### config.mk
export PLATFORM = sky130hd
export DESIGN_NAME = alu_sequencer_flat
export DESIGN_NICKNAME = d
export VERILOG_FILES = /design/src/rtl/alu_sequencer_if.sv /design/src/rtl/alu_sequencer.sv /design/src/flat_wrapper.sv
export SDC_FILE = /design/constraint.sdc
export NUM_CORES = 1
export LEC_CHECK = 0
export BUFFER_PORTS_ARGS = -buffer_cell sky130_fd_sc_hd__buf_2
export CAP_MARGIN = 10
export CELL_PAD_IN_SITES_DETAIL_PLACEMENT = 1
export CELL_PAD_IN_SITES_GLOBAL_PLACEMENT = 1
export CORE_AREA = 2 2 158 160
export DETAILED_ROUTE_END_ITERATION = 10
export DIE_AREA = 0 0 160 162
export PLACE_DENSITY = 0.72
export RECOVER_POWER = 50
export SLEW_MARGIN = 15
export SYNTH_ARGS = -nofsm -noshare
export SYNTH_HDL_FRONTEND = slang
export SYNTH_SLANG_ARGS = --single-unit
### constraint.sdc
create_clock -name clk -period 1.55 [get_ports clk]
set_input_delay 0.155 -clock clk [delete_from_list [all_inputs] [get_ports clk]]
set_output_delay 0.155 -clock clk [all_outputs]
set_load 0.005 [all_outputs]
### src/rtl/alu_sequencer_if.sv
`default_nettype none
// ============================================================================
//  Module      : alu_sequencer_if
//  Description : Request, ALU-side and response signals of the ALU sequencer.
//                The slave modport is the sequencer's view; the master modport
//                is the view of the surrounding logic (requester, ALU, sink).
//  Revision    : 1.0 - initial release
// ============================================================================
interface alu_sequencer_if;
    // Upstream request channel
    logic        req_valid;
    logic        req_ready;
    logic [4:0]  req_op;
    logic [31:0] req_x;
    logic [31:0] req_y;
    // ALU drive and completion
    logic [4:0]  alu_op;
    logic [31:0] alu_x;
    logic [31:0] alu_y;
    logic        alu_done;
    logic [66:0] alu_result;
    logic [32:0] alu_remainder;
    // Downstream response channel
    logic        rsp_valid;
    logic        rsp_ready;
    logic [66:0] rsp_result;
    logic [32:0] rsp_remainder;
    logic        rsp_err;

    modport slave (
        input  req_valid, req_op, req_x, req_y,
        input  alu_done, alu_result, alu_remainder,
        input  rsp_ready,
        output req_ready, alu_op, alu_x, alu_y,
        output rsp_valid, rsp_result, rsp_remainder, rsp_err
    );

    modport master (
        output req_valid, req_op, req_x, req_y,
        output alu_done, alu_result, alu_remainder,
        output rsp_ready,
        input  req_ready, alu_op, alu_x, alu_y,
        input  rsp_valid, rsp_result, rsp_remainder, rsp_err
    );
endinterface
`default_nettype wire

### src/rtl/alu_sequencer.sv
`default_nettype none
// ============================================================================
//  Module      : alu_sequencer
//  Description : Accepts one ALU request at a time, drives the ALU from
//                registers, waits for completion and holds the captured
//                result until the downstream accepts it. Invalid opcodes and
//                divide-by-zero are answered directly with an error response.
//  Config      : ALU_SEQ_TIMEOUT_EN - when defined, a WAIT that lasts TIMEOUT
//                cycles without alu_done is aborted with an error response.
//  Revision    : 1.0 - initial release
// ============================================================================
module alu_sequencer #(
    parameter int TIMEOUT = 255
) (
    input  logic            clk,
    input  logic            rst_n,
    alu_sequencer_if.slave  bus
);

    typedef enum logic [1:0] {
        S_IDLE = 2'd0,
        S_WAIT = 2'd1,
        S_RESP = 2'd2
    } state_t;

    state_t      state_q, state_d;
    logic [4:0]  alu_op_q, alu_op_d;
    logic [31:0] alu_x_q, alu_x_d;
    logic [31:0] alu_y_q, alu_y_d;
    logic        settle_q, settle_d;
    logic [66:0] res_q, res_d;
    logic [32:0] rem_q, rem_d;
    logic        err_q, err_d;

    logic        w_op_valid;
    logic        w_div_zero;
    logic        w_timeout;

    assign w_op_valid = (bus.req_op >= 5'd1) && (bus.req_op <= 5'd9);
    assign w_div_zero = (bus.req_op == 5'd4) && (bus.req_y == 32'd0);

`ifdef ALU_SEQ_TIMEOUT_EN
    // Counter is 0 in the first WAIT cycle, so it equals TIMEOUT-1 in the
    // TIMEOUT-th WAIT cycle; the abort takes effect at the end of that cycle.
    localparam logic [9:0] c_TIMEOUT_LAST = 10'(TIMEOUT - 1);

    logic [9:0] cnt_q, cnt_d;

    assign w_timeout = (cnt_q == c_TIMEOUT_LAST);

    // Wait-cycle counter register
    always_ff @(posedge clk) begin
        if (!rst_n) cnt_q <= '0;
        else        cnt_q <= cnt_d;
    end
`else
    logic w_unused_timeout;

    assign w_timeout        = 1'b0;
    assign w_unused_timeout = ^TIMEOUT;
`endif

    // Next-state and datapath-next computation; everything holds by default
    always_comb begin
        state_d  = state_q;
        alu_op_d = alu_op_q;
        alu_x_d  = alu_x_q;
        alu_y_d  = alu_y_q;
        settle_d = 1'b0;
        res_d    = res_q;
        rem_d    = rem_q;
        err_d    = err_q;
`ifdef ALU_SEQ_TIMEOUT_EN
        cnt_d    = cnt_q;
`endif
        case (state_q)
            S_IDLE: begin
                if (bus.req_valid) begin
                    if (w_op_valid && !w_div_zero) begin
                        state_d  = S_WAIT;
                        alu_op_d = bus.req_op;
                        alu_x_d  = bus.req_x;
                        alu_y_d  = bus.req_y;
                        settle_d = 1'b1;
`ifdef ALU_SEQ_TIMEOUT_EN
                        cnt_d    = '0;
`endif
                    end else begin
                        // Rejected requests never reach the ALU
                        state_d = S_RESP;
                        res_d   = '0;
                        rem_d   = '0;
                        err_d   = 1'b1;
                    end
                end
            end
            S_WAIT: begin
`ifdef ALU_SEQ_TIMEOUT_EN
                cnt_d = cnt_q + 10'd1;
`endif
                // alu_done is not trusted in the settle cycle; a completion
                // takes priority over a simultaneous timeout
                if (!settle_q && bus.alu_done) begin
                    state_d  = S_RESP;
                    res_d    = bus.alu_result;
                    rem_d    = bus.alu_remainder;
                    err_d    = 1'b0;
                    alu_op_d = '0;
                    alu_x_d  = '0;
                    alu_y_d  = '0;
                end else if (w_timeout) begin
                    state_d  = S_RESP;
                    res_d    = '0;
                    rem_d    = '0;
                    err_d    = 1'b1;
                    alu_op_d = '0;
                    alu_x_d  = '0;
                    alu_y_d  = '0;
                end
            end
            S_RESP: begin
                if (bus.rsp_ready) state_d = S_IDLE;
            end
            default: state_d = S_IDLE;
        endcase
    end

    // FSM state register
    always_ff @(posedge clk) begin
        if (!rst_n) state_q <= S_IDLE;
        else        state_q <= state_d;
    end

    // ALU drive and response capture registers
    always_ff @(posedge clk) begin
        if (!rst_n) begin
            alu_op_q <= '0;
            alu_x_q  <= '0;
            alu_y_q  <= '0;
            settle_q <= 1'b0;
            res_q    <= '0;
            rem_q    <= '0;
            err_q    <= 1'b0;
        end else begin
            alu_op_q <= alu_op_d;
            alu_x_q  <= alu_x_d;
            alu_y_q  <= alu_y_d;
            settle_q <= settle_d;
            res_q    <= res_d;
            rem_q    <= rem_d;
            err_q    <= err_d;
        end
    end

    assign bus.req_ready     = (state_q == S_IDLE);
    assign bus.rsp_valid     = (state_q == S_RESP);
    assign bus.alu_op        = alu_op_q;
    assign bus.alu_x         = alu_x_q;
    assign bus.alu_y         = alu_y_q;
    assign bus.rsp_result    = res_q;
    assign bus.rsp_remainder = rem_q;
    assign bus.rsp_err       = err_q;

endmodule
`default_nettype wire

### src/flat_wrapper.sv
// flat-port wrapper written by rule: the top's interface ports become plain ports
module alu_sequencer_flat 
#(
    parameter int TIMEOUT = 255
)
  (clk, rst_n, bus_req_valid, bus_req_op, bus_req_x, bus_req_y, bus_alu_done, bus_alu_result, bus_alu_remainder, bus_rsp_ready, bus_req_ready, bus_alu_op, bus_alu_x, bus_alu_y, bus_rsp_valid, bus_rsp_result, bus_rsp_remainder, bus_rsp_err);
  alu_sequencer_if bus_i ();
  input  logic clk;
  input  logic rst_n;
  input wire logic [$bits(bus_i.req_valid)-1:0] bus_req_valid;
  input wire logic [$bits(bus_i.req_op)-1:0] bus_req_op;
  input wire logic [$bits(bus_i.req_x)-1:0] bus_req_x;
  input wire logic [$bits(bus_i.req_y)-1:0] bus_req_y;
  input wire logic [$bits(bus_i.alu_done)-1:0] bus_alu_done;
  input wire logic [$bits(bus_i.alu_result)-1:0] bus_alu_result;
  input wire logic [$bits(bus_i.alu_remainder)-1:0] bus_alu_remainder;
  input wire logic [$bits(bus_i.rsp_ready)-1:0] bus_rsp_ready;
  output wire logic [$bits(bus_i.req_ready)-1:0] bus_req_ready;
  output wire logic [$bits(bus_i.alu_op)-1:0] bus_alu_op;
  output wire logic [$bits(bus_i.alu_x)-1:0] bus_alu_x;
  output wire logic [$bits(bus_i.alu_y)-1:0] bus_alu_y;
  output wire logic [$bits(bus_i.rsp_valid)-1:0] bus_rsp_valid;
  output wire logic [$bits(bus_i.rsp_result)-1:0] bus_rsp_result;
  output wire logic [$bits(bus_i.rsp_remainder)-1:0] bus_rsp_remainder;
  output wire logic [$bits(bus_i.rsp_err)-1:0] bus_rsp_err;
  assign bus_i.req_valid = bus_req_valid;
  assign bus_i.req_op = bus_req_op;
  assign bus_i.req_x = bus_req_x;
  assign bus_i.req_y = bus_req_y;
  assign bus_i.alu_done = bus_alu_done;
  assign bus_i.alu_result = bus_alu_result;
  assign bus_i.alu_remainder = bus_alu_remainder;
  assign bus_i.rsp_ready = bus_rsp_ready;
  assign bus_req_ready = bus_i.req_ready;
  assign bus_alu_op = bus_i.alu_op;
  assign bus_alu_x = bus_i.alu_x;
  assign bus_alu_y = bus_i.alu_y;
  assign bus_rsp_valid = bus_i.rsp_valid;
  assign bus_rsp_result = bus_i.rsp_result;
  assign bus_rsp_remainder = bus_i.rsp_remainder;
  assign bus_rsp_err = bus_i.rsp_err;
  alu_sequencer #(.TIMEOUT(TIMEOUT)) u_core (.clk(clk), .rst_n(rst_n), .bus(bus_i));
endmodule
# Yosys cells after proc, flatten, opt, wreduce, memory -nomap -nowiden

Cells that the tools add are included.

Latch bits: 0
Logic and storage cells: 60
Memories: 0
Memory bits (read-only): 0
Memory bits (writable): 0
Flip-flop bits (word level): 173

Equal/unequal tests: 8
Divide/modulo/power cells: 0
Reduce and logical (&&, ||, !) cells: 13
Multiplexer cells: 29
Shift operators: 0
Bitwise logic cells: 0
Multiply operators: 0
Add/subtract/negate cells: 0
$lt $le $gt $ge: 2

Operators with widths:

| cell                 | number |
|---|---|
| $mux W67             | 3 |
| $mux W32             | 5 |
| $pmux W67 S2         | 1 |
| $pmux W32 S2         | 2 |
| $mux W33             | 3 |
| $pmux W33 S2         | 1 |
| $logic_not A32 Y1    | 1 |
| $mux W5              | 3 |
| $pmux W5 S2          | 1 |
| $mux W2              | 4 |
| $reduce_and A4 Y1    | 2 |
| $ne A2 B2 Y1 const B | 3 |
| $pmux W2 S3          | 1 |
| $reduce_and A3 Y1    | 2 |
| $eq A5 B3 Y1 const B | 1 |
| $ge A5 B1 Y1 const B | 1 |
| $le A5 B4 Y1 const B | 1 |
| $logic_and A1 B1 Y1  | 4 |
| $mux W1              | 4 |
| $ne A2 B1 Y1 const B | 2 |
| $eq A2 B1 Y1 const B | 1 |
| $eq A2 B2 Y1 const B | 1 |
| $logic_not A1 Y1     | 2 |
| $logic_not A2 Y1     | 1 |
| other kinds (2)      | 2 |

# Longest topological paths before layout

Gate-level depths: netlist (run 1).

Depth in word-level cells: 7
Depth in mapped cells: 9

# Least setup slack after synthesis (run 1)

OpenSTA, ideal clock, no wires.

Path kind: flip-flop to flip-flop
From: register u_core.state_q[0]
To: register u_core.alu_op_q[2], in the netlist u_core.bus.alu_op[2]
Cell stages (with the launch flop): 10
Arrival: 1.635 ns
Data required time: 1.478 ns
Clock period less this slack: 1.707 ns
Slack: -0.157 ns
Path buffers: 4
Cells stage by stage: dfxtp_1 -> buf_2 -> nand2b_1 -> a21oi_1 -> o21ai_0 -> o21ai_1 -> buf_2 -> buf_6 -> buf_6 -> mux2i_1

Cells in the longest elaborated chain, start to end: 3

Ends and longest elaborated chain:

| item                                                        | RTL line             | RTL |
|---|---|---|
| start: declaration                                          | alu_sequencer.sv:26  | `state_t state_q, state_d;` |
| start signal: assignment                                    | alu_sequencer.sv:131 | `else state_q <= state_d;` |
| $eq A2 B1 Y1 / $logic_not A2 Y1 (equally long branches)     | alu_sequencer.sv:76  | `case (state_q)` |
| $ne A2 B1 Y1 (no source line), or another cell as far along | -                    |  |
| $reduce_and A4 Y1 (no source line)                          | -                    |  |
| end signal: assignment                                      | alu_sequencer.sv:145 | `alu_op_q <= alu_op_d;` |
| end: declaration                                            | alu_sequencer.sv:27  | `logic [4:0] alu_op_q, alu_op_d;` |

Parallel ways exist; a longest one is shown, timed or not.
A chain may end at the register's enable or synchronous reset.

# Worst setup path after layout (run 1)

From: register u_core.settle_q
To: register u_core.rem_q[6], in the netlist u_core.bus.rsp_remainder[6]

Cells in the longest elaborated chain, start to end: 4

Ends and longest elaborated chain:

| item                               | RTL line             | RTL |
|---|---|---|
| start: declaration                 | alu_sequencer.sv:30  | `logic settle_q, settle_d;` |
| start signal: assignment           | alu_sequencer.sv:148 | `settle_q <= settle_d;` |
| $logic_not A1 Y1                   | alu_sequencer.sv:103 | `if (!settle_q && bus.alu_done) begin` |
| $logic_and A1 B1 Y1                | alu_sequencer.sv:103 |  |
| $ne A2 B1 Y1 (no source line)      | -                    |  |
| $reduce_and A4 Y1 (no source line) | -                    |  |
| end signal: assignment             | alu_sequencer.sv:150 | `rem_q <= rem_d;` |
| end: declaration                   | alu_sequencer.sv:32  | `logic [32:0] rem_q, rem_d;` |

No other way between the ends.

==> results of run 1 <==
==> how the worst min path moves through the flow <==
stage | startpoint | end | slack [ns] | depth (start not counted)
after floorplan | bus_alu_remainder[0] | u_core.bus.rsp_remainder[0] | 0.29 | 2
after global placement | bus_alu_remainder[3] | u_core.bus.rsp_remainder[3] | 0.40 | 3
after detailed placement | bus_alu_result[25] | u_core.bus.rsp_result[25] | 0.41 | 3
after CTS | bus_alu_result[56] | u_core.bus.rsp_result[56] | 0.001 | 3
after global routing | bus_req_y[24] | u_core.bus.alu_y[24] | 0.01 | 3
final | bus_req_y[24] | u_core.bus.alu_y[24] | 0.03 | 3
==> routing by layer <==
layer  track usage (%)  vias to the layer above
li1                  -                     3590
met1              23.6                     3655
met4              6.22                        0
met2              42.1                      295
met3              5.59                       36
met5                 0                        -
==> stage by stage <==
| stage | hold WS, ns | utilization (%) | instance area (um2) |
|---|---|---|---|
| after floorplan | 0.294 | - | 6960 |
| after global placement | 0.399 | 39.6 | 9550 |
| after detailed placement | 0.406 | 39.6 | 9550 |
| after CTS | 0.00138 | 49.1 | 11800 |
| after global routing | 0.0104 | 49.1 | 11800 |
| final | 0.0295 | 49.1 | 11800 |
==> cell type report <==
type	count	area, um2
Multi-Input combinational cell	546	3320
Timing Repair Buffer	567	4100
Inverter	2	7.51
Clock inverter	12	105
Sequential cell	173	3470
Clock buffer	19	433
Antenna cell	2	5.00
Tap cell	324	405
Fill cell	2885	12300
==> cell families after synthesis <==
group | Yosys count | synth area share, %
simple gates | 367 | 20.6
flops | 173 | 49.9
buf+inv | 59 | 4.22
compound gates | 10 | 0.866
mux | 169 | 24.4
==> cell usage in the layout (no fill, tap or decap), drive strengths merged, types with 2 or more instances in the layout <==
cell / instances
mux2i: 168
clkinv: 4
clkbuf: 96
nand4: 2
buf: 352
o21ai: 5
clkinvlp: 2
nor2: 6
inv: 8
nand2: 341
dlygate4sd3: 137
and3: 2
nor4: 9
nor3: 3
dfxtp: 173
a21oi: 2
diode: 2
==> power breakdown <==
part / internal [mW] / total, mW / switching [mW] / leakage, nW
clock network: 2.10 / 4.08 / 1.98 / 0.257
registers: 4.71 / 4.86 / 0.148 / 1.40
logic: 1.57 / 2.88 / 1.31 / 3.82
total: 8.38 / 11.8 / 3.44 / 5.48
==> flip-flops by register name, summed over array words and instances, names as in the netlist <==
signal                    cells
u_core.bus.rsp_result        67
u_core.bus.alu_y             32
u_core.state_q                2
u_core.bus.rsp_err            1
u_core.bus.rsp_remainder     33
u_core.bus.alu_x             32
u_core.settle_q               1
u_core.bus.alu_op             5
==> worst max-delay path: stages (launching register included) <==
cell and delay [ns]:
dfxtp_1 0.29, nand3b_1 0.22, a21oi_4 0.23, buf_4 0.16
o21ai_4 0.07, buf_12 0.14, buf_12 0.14, buf_16 0.15
mux2i_1 0.19
==> what timing repair did <==
action / in CTS / in global routing
cloned: 5 / 1
endpoints found under the hold margin: 137 / 0
endpoints found under the setup margin: 171 / 164
setup buffers: 15 / 3
pin swaps: 5 / 3
resized for setup: 36 / 9
hold buffers: 137 / 0
==> results.md, run 1 <==
* Status: complete, but fails checks
* Failing checks: setup timing
* Crit Reg-Reg Startpoint: u_core.settle_q
* Share of cells above drive strength 1 at 30.9%
* Cts bufs inserted at 17
* Max FO, Critical Path at 9
* Most frequent cells after synthesis: 341 x nand2_1, 173 x dfxtp_1, 168 x mux2i_1, 36 x clkbuf_1, 13 x buf_4
* Sequential element share of the synthesized area at 49.9%
* Timing startpoint of the critical path: u_core.settle_q
* Clock Latency Late Sink at 0.42 ns
* R2R depth at 8
* Final-report setup violation count at 146
* Row cnt at 57
* Root buffer cell: clkbuf_16
* Slack of the critical path at -0.143 ns
* Async set or reset register ratio after synthesis at 0%
* Ranking of synthesized cells by area: dfxtp_1 50%, mux2i_1 24%, nand2_1 18%, clkbuf_1 1.9%, buf_4 1.4%
* Highest Clock Rate at 591 MHz
* Maximum vdd drop at 0.580 mV
* Syn_nets at 952
* Lkg Pwr at 5.48 nW
* Via count at 7,576
* DIE AREA at 0.0259 mm2
* Post-Syn Instances at 778
* CP Launch Type: register
* Initial Utilization at 28.8%
* IO Pins at 346
* Met2 Wirelength at 15,400 um
* Final wirelength at 29,500 um
* Synthesized area per cell at 8.92 um2
* Core area at 0.0241 mm2
* Clk slew on worst S/H paths at 0.08 ns
* Die width at 160 um
* Reg2reg end: u_core.bus.rsp_remainder[6]
* CTS HTree Levels at 4
* Initial antenna violation count at 2
* Vias in the first global route at 8,320
* CTS tree: done
* Synth Register Bits at 173
* Syn Std Cell Area at 0.00694 mm2
* Final HPWL DP at 17,900 um
* Final hold viol count at 0
* DR top layer: met4
* Post-synth cell types at 25
* Setup crit end kind: register
* Clock Skew at 0.0196 ns
* First-pass GRT wire length at 45,100 um
* Maxcap violations at 0
* Synth top area share at 49.9%
* Worst setup path end: u_core.bus.rsp_remainder[6]
* Total GRT Usage at 21.9%
* Met3 Wirelength at 1860 um
* Top_reg_cell synth: dfxtp_1
* Place WS at -0.404 ns
* Final Non-Filler Cells at 1,645
* Total grt overflow at 0
* Post-Place Cells at 1,453
* Reg2Reg Setup Slack at -0.14 ns
* Final Max Tran Viols at 0
* Antenna Nets Post-Route at 0
* Most frequent cell after synthesis: nand2_1
* Wl on met1 at 11,700 um
* Post-synth top area cell: dfxtp_1
* Die Y at 162 um
* Total iterations of the first detailed-routing run at 4
* Final cycle utilization of the critical path at 109%
* Setup_tns at -10.0 ns
* Largest net degree at the start of global routing at 107
* Min Tclk post-route at 1.69 ns
* GPL Wtd Cong at 0.833
* Unrepaired setup endpoints after global routing: yes
* Critical path arrival at 2.03 ns
* Nets at 1,481
* WL per Instance at 17.9 um
* Worst slew pin tran at 0.533 ns
* CP Class: reg -> reg
* Max_slew headroom at 64.5%
* Data required, critical path at 1.88 ns
* Pwr Density at 998 mW/mm2
* Total Power at 11.8 mW
* Number of remaining DRC errors at 0
* Via density at 4.61
* CTS Buffer Depth at 2
* Layout area overhead at 70.7%
* Clock sinks at 173
* DR iter-0 viols at 356
* Yosys warning total at 0
* Post-synth EDFFs at 0
* Hold WC Path Type: in -> reg
* I/O Buffers at 345
No activity file was read; power rests on OpenSTA's default activity.
==> inputs of run 2 (changes only) <==
--- a/config.mk
+++ b/config.mk
@@ -5,13 +5,15 @@
 export SDC_FILE = /design/constraint.sdc
 export NUM_CORES = 1
 export LEC_CHECK = 0
+export ABC_CLOCK_PERIOD_IN_PS = 1550
 export BUFFER_PORTS_ARGS = -buffer_cell sky130_fd_sc_hd__buf_2
 export CAP_MARGIN = 10
 export CELL_PAD_IN_SITES_DETAIL_PLACEMENT = 1
 export CELL_PAD_IN_SITES_GLOBAL_PLACEMENT = 1
-export CORE_AREA = 2 2 158 160
+export CORE_AREA = 2 2 188 135
 export DETAILED_ROUTE_END_ITERATION = 10
-export DIE_AREA = 0 0 160 162
+export DIE_AREA = 0 0 190 137
+export GPL_ROUTABILITY_DRIVEN = 1
 export PLACE_DENSITY = 0.72
 export RECOVER_POWER = 50
 export SLEW_MARGIN = 15
==> run 2 against run 1 <==
The run still ends with setup timing left. Sequential share of layout area is 0.13 points higher. Critical endpoint is now u_core.bus.alu_y[19]. Non-clock buffer count is 12 lower. Largest cell class unchanged. Largest power group unchanged. Clock power is 12% higher. Die area is 0.42% higher. Sequential cell count stayed put.
==> results.md, run 2 (synthesis gave the netlist of run 1 again) <==
* Combinational share of power at 22.9% (-1.5 points)
* Setup crit end kind: register
* Pwr Density at 1040 mW/mm2 (+4.0%)
* Most common cell after layout, fill and taps aside: nand2_1
* CTS Buffer Depth at 2 (unchanged)
* DR iter-0 viols at 229 (-36%)
* Layout area overhead at 69.8%
* Largest net degree at the start of global routing at 136 (+27%)
* CTS HTree Levels at 4 (unchanged)
* Max FO, Critical Path at 10 (+1)
* Area of placed instances at 0.00930 mm2 (-2.7%)
* Critical path arrival at 2.00 ns (-0.03 ns)
* Total GRT Usage at 21.8% (-0.081 points)
* Total grt overflow at 0 (unchanged)
* Total iterations of the first detailed-routing run at 4 (unchanged)
* Max reg flops at 67 (unchanged)
* Die width at 190 um (+19%)
* Unrepaired setup endpoints after global routing: yes
* I/O Buffers at 345 (unchanged)
* Final-report setup violation count at 97 (-34%)
* GPL Wtd Cong at 0.774 (-7.0%)
* Max_slew headroom at 58.2% (-6.3 points)
* CP Launch Type: register
* Fin area at 0.0118 mm2 (-0.51%)
* Vias in the first global route at 8,045 (-3.3%)
* Final wirelength at 29,500 um (about the same)
* Initial Utilization at 28.7% (-0.12 points)
* CP Class: reg -> reg
* Final Max Tran Viols at 0 (unchanged)
* Slack of the critical path at -0.104 ns (+0.0383 ns)
* Clk pwr share at 37.4% (+2.9 points)
* Maxcap violations at 0 (unchanged)
* Fill count at 2,890 (+0.17%)
* Sw frac at 28.0% (-1.1 points)
* Hold WC Path Type: in -> reg
* CTS tree: done
* Maximum vdd drop at 0.749 mV (+29%)
* Hold Crit Start: bus_alu_remainder[14]
* First-pass GRT wire length at 44,000 um (-2.4%)
* Min Tclk post-route at 1.65 ns (-0.0383 ns)
* Number of remaining DRC errors at 0 (unchanged)
* Psw at 3.42 mW (-0.45%)
* Root buffer cell: clkbuf_16
* Final hold viol count at 0 (unchanged)
* Share of cells above drive strength 1 at 30.0% (-0.81 points)
* Reg power frac at 39.7% (-1.4 points)
* Via count at 7,508 (-0.90%)
* Final cycle utilization of the critical path at 107% (-2.5 points)
* Antenna Nets Post-Route at 0 (unchanged)
* Initial antenna violation count at 3 (+1)
* Crit Reg-Reg Startpoint: u_core.settle_q
* Die Y at 137 um (-15%)
* P_int at 8.80 mW (+5.1%)
* Row cnt at 48 (-16%)
* Core area at 0.0242 mm2 (+0.40%)
* Timing startpoint of the critical path: u_core.settle_q
* WL per Instance at 18.1 um (+0.63%)
* Clock sinks at 173 (unchanged)
* Final HPWL DP at 16,900 um (-5.3%)
* Cts bufs inserted at 17 (unchanged)
* Worst slew pin tran at 0.627 ns (+0.0941 ns)
* Via density at 4.59 (-0.29%)
* Lkg Pwr at 5.46 nW (-0.29%)
* Highest Clock Rate at 604 MHz (+2.3%)
* Nets at 1,469 (-0.81%)
* Most frequent cells in the layout: 339 x nand2_1, 280 x buf_2, 171 x dfxtp_1, 164 x mux2i_1, 151 x dlygate4sd3_1
* Place WS at -0.472 ns (-0.0680 ns)
* Clk slew on worst S/H paths at 0.07 ns (about the same)
* Clock Skew at 0.0112 ns (-0.00836 ns)
* IO Pins at 346 (unchanged)
* DIE AREA at 0.0260 mm2 (+0.42%)
* Failing checks: setup timing
* Clock Latency Late Sink at 0.43 ns (about the same)
* Status: complete, but fails checks
* Data required, critical path at 1.90 ns (+0.02 ns)
-- run 2: cell count changes in the layout (fill, tap and decap cells not counted), moves of 3 or more --
cell	change
buf_4	-16
dlygate4sd3_1	+14
buf_16	+5
buf_12	-12
clkbuf_1	-13
clkinv_4	-4
buf_2	+12
bufinv_16	+3
-- run 2: cell type report --
| cell class | count | area (um2) | share of cell area, % |
|---|---|---|---|
| antenna | 2 | 5.00 | 0.0425 |
| sequential | 173 | 3470 | 29.4 |
| inverter | 2 | 7.51 | 0.0637 |
| clock inverter | 12 | 160 | 1.36 |
| clock buffer | 20 | 447 | 3.79 |
| multi-input combinational | 546 | 3290 | 28.0 |
| timing repair buffer | 555 | 3990 | 33.9 |
| tap | 325 | 407 | 3.45 |
-- run 2: per-stage QoR --
step                      std cells  power [mW]  util (%)  TNS (ns)  hold slack, ns
final                          1635        12.2      48.7     -6.28          0.0925
after global routing           1635        12.7      48.7    -21.21          0.0740
after CTS                      1631        12.2      48.7     -3.12          0.0573
after detailed placement       1435        6.97      38.4    -71.09           0.404
after global placement         1435        6.93      38.4    -70.86           0.397
after floorplan                 778        6.06         -   -0.0875           0.294
-- run 2: path summary, 6_finish.rpt --
kind / endpoint / slack, ns / depth (start not counted)
worst max-delay path: u_core.bus.alu_y[19] / -0.10 / 7
worst min-delay path: u_core.bus.rsp_remainder[14] / 0.09 / 3
worst max register to register: u_core.bus.alu_y[19] / -0.10 / 7
worst min register to register: u_core.bus.rsp_err / 0.45 / 2
-- run 2: power groups by stage --
stage               Clock, mW  Combinational (mW)  Sequential, mW
global placement            0                2.01            4.93
CTS                      4.67                2.73            4.85
finish                   4.57                2.79            4.85
global route             4.85                2.98            4.88
floorplan                   0                1.10            4.96
detailed placement          0                2.03            4.94
-- run 2: routing by layer --
metal  wire length [um]  track usage, %
met1              12200            25.0
met5                 13               0
met2              14500            38.2
met3               1800            6.00
met4                991            9.73
-- run 2: timing repair --
item,in CTS,in global routing
hold buffers,151,0
cloned,6,2
setup buffers,7,0
pin swaps,4,1
hold endpoints to repair,151,0
setup endpoints to repair,172,170
resized for setup,27,7
-- run 2: critical path: stages (launching register included) --
cell      delay (ns)
dfxtp_1         0.29
nand3b_1        0.21
a21oi_4         0.23
nand2_2         0.08
o21ai_4         0.18
buf_12          0.19
buf_16          0.16
mux2i_1         0.21
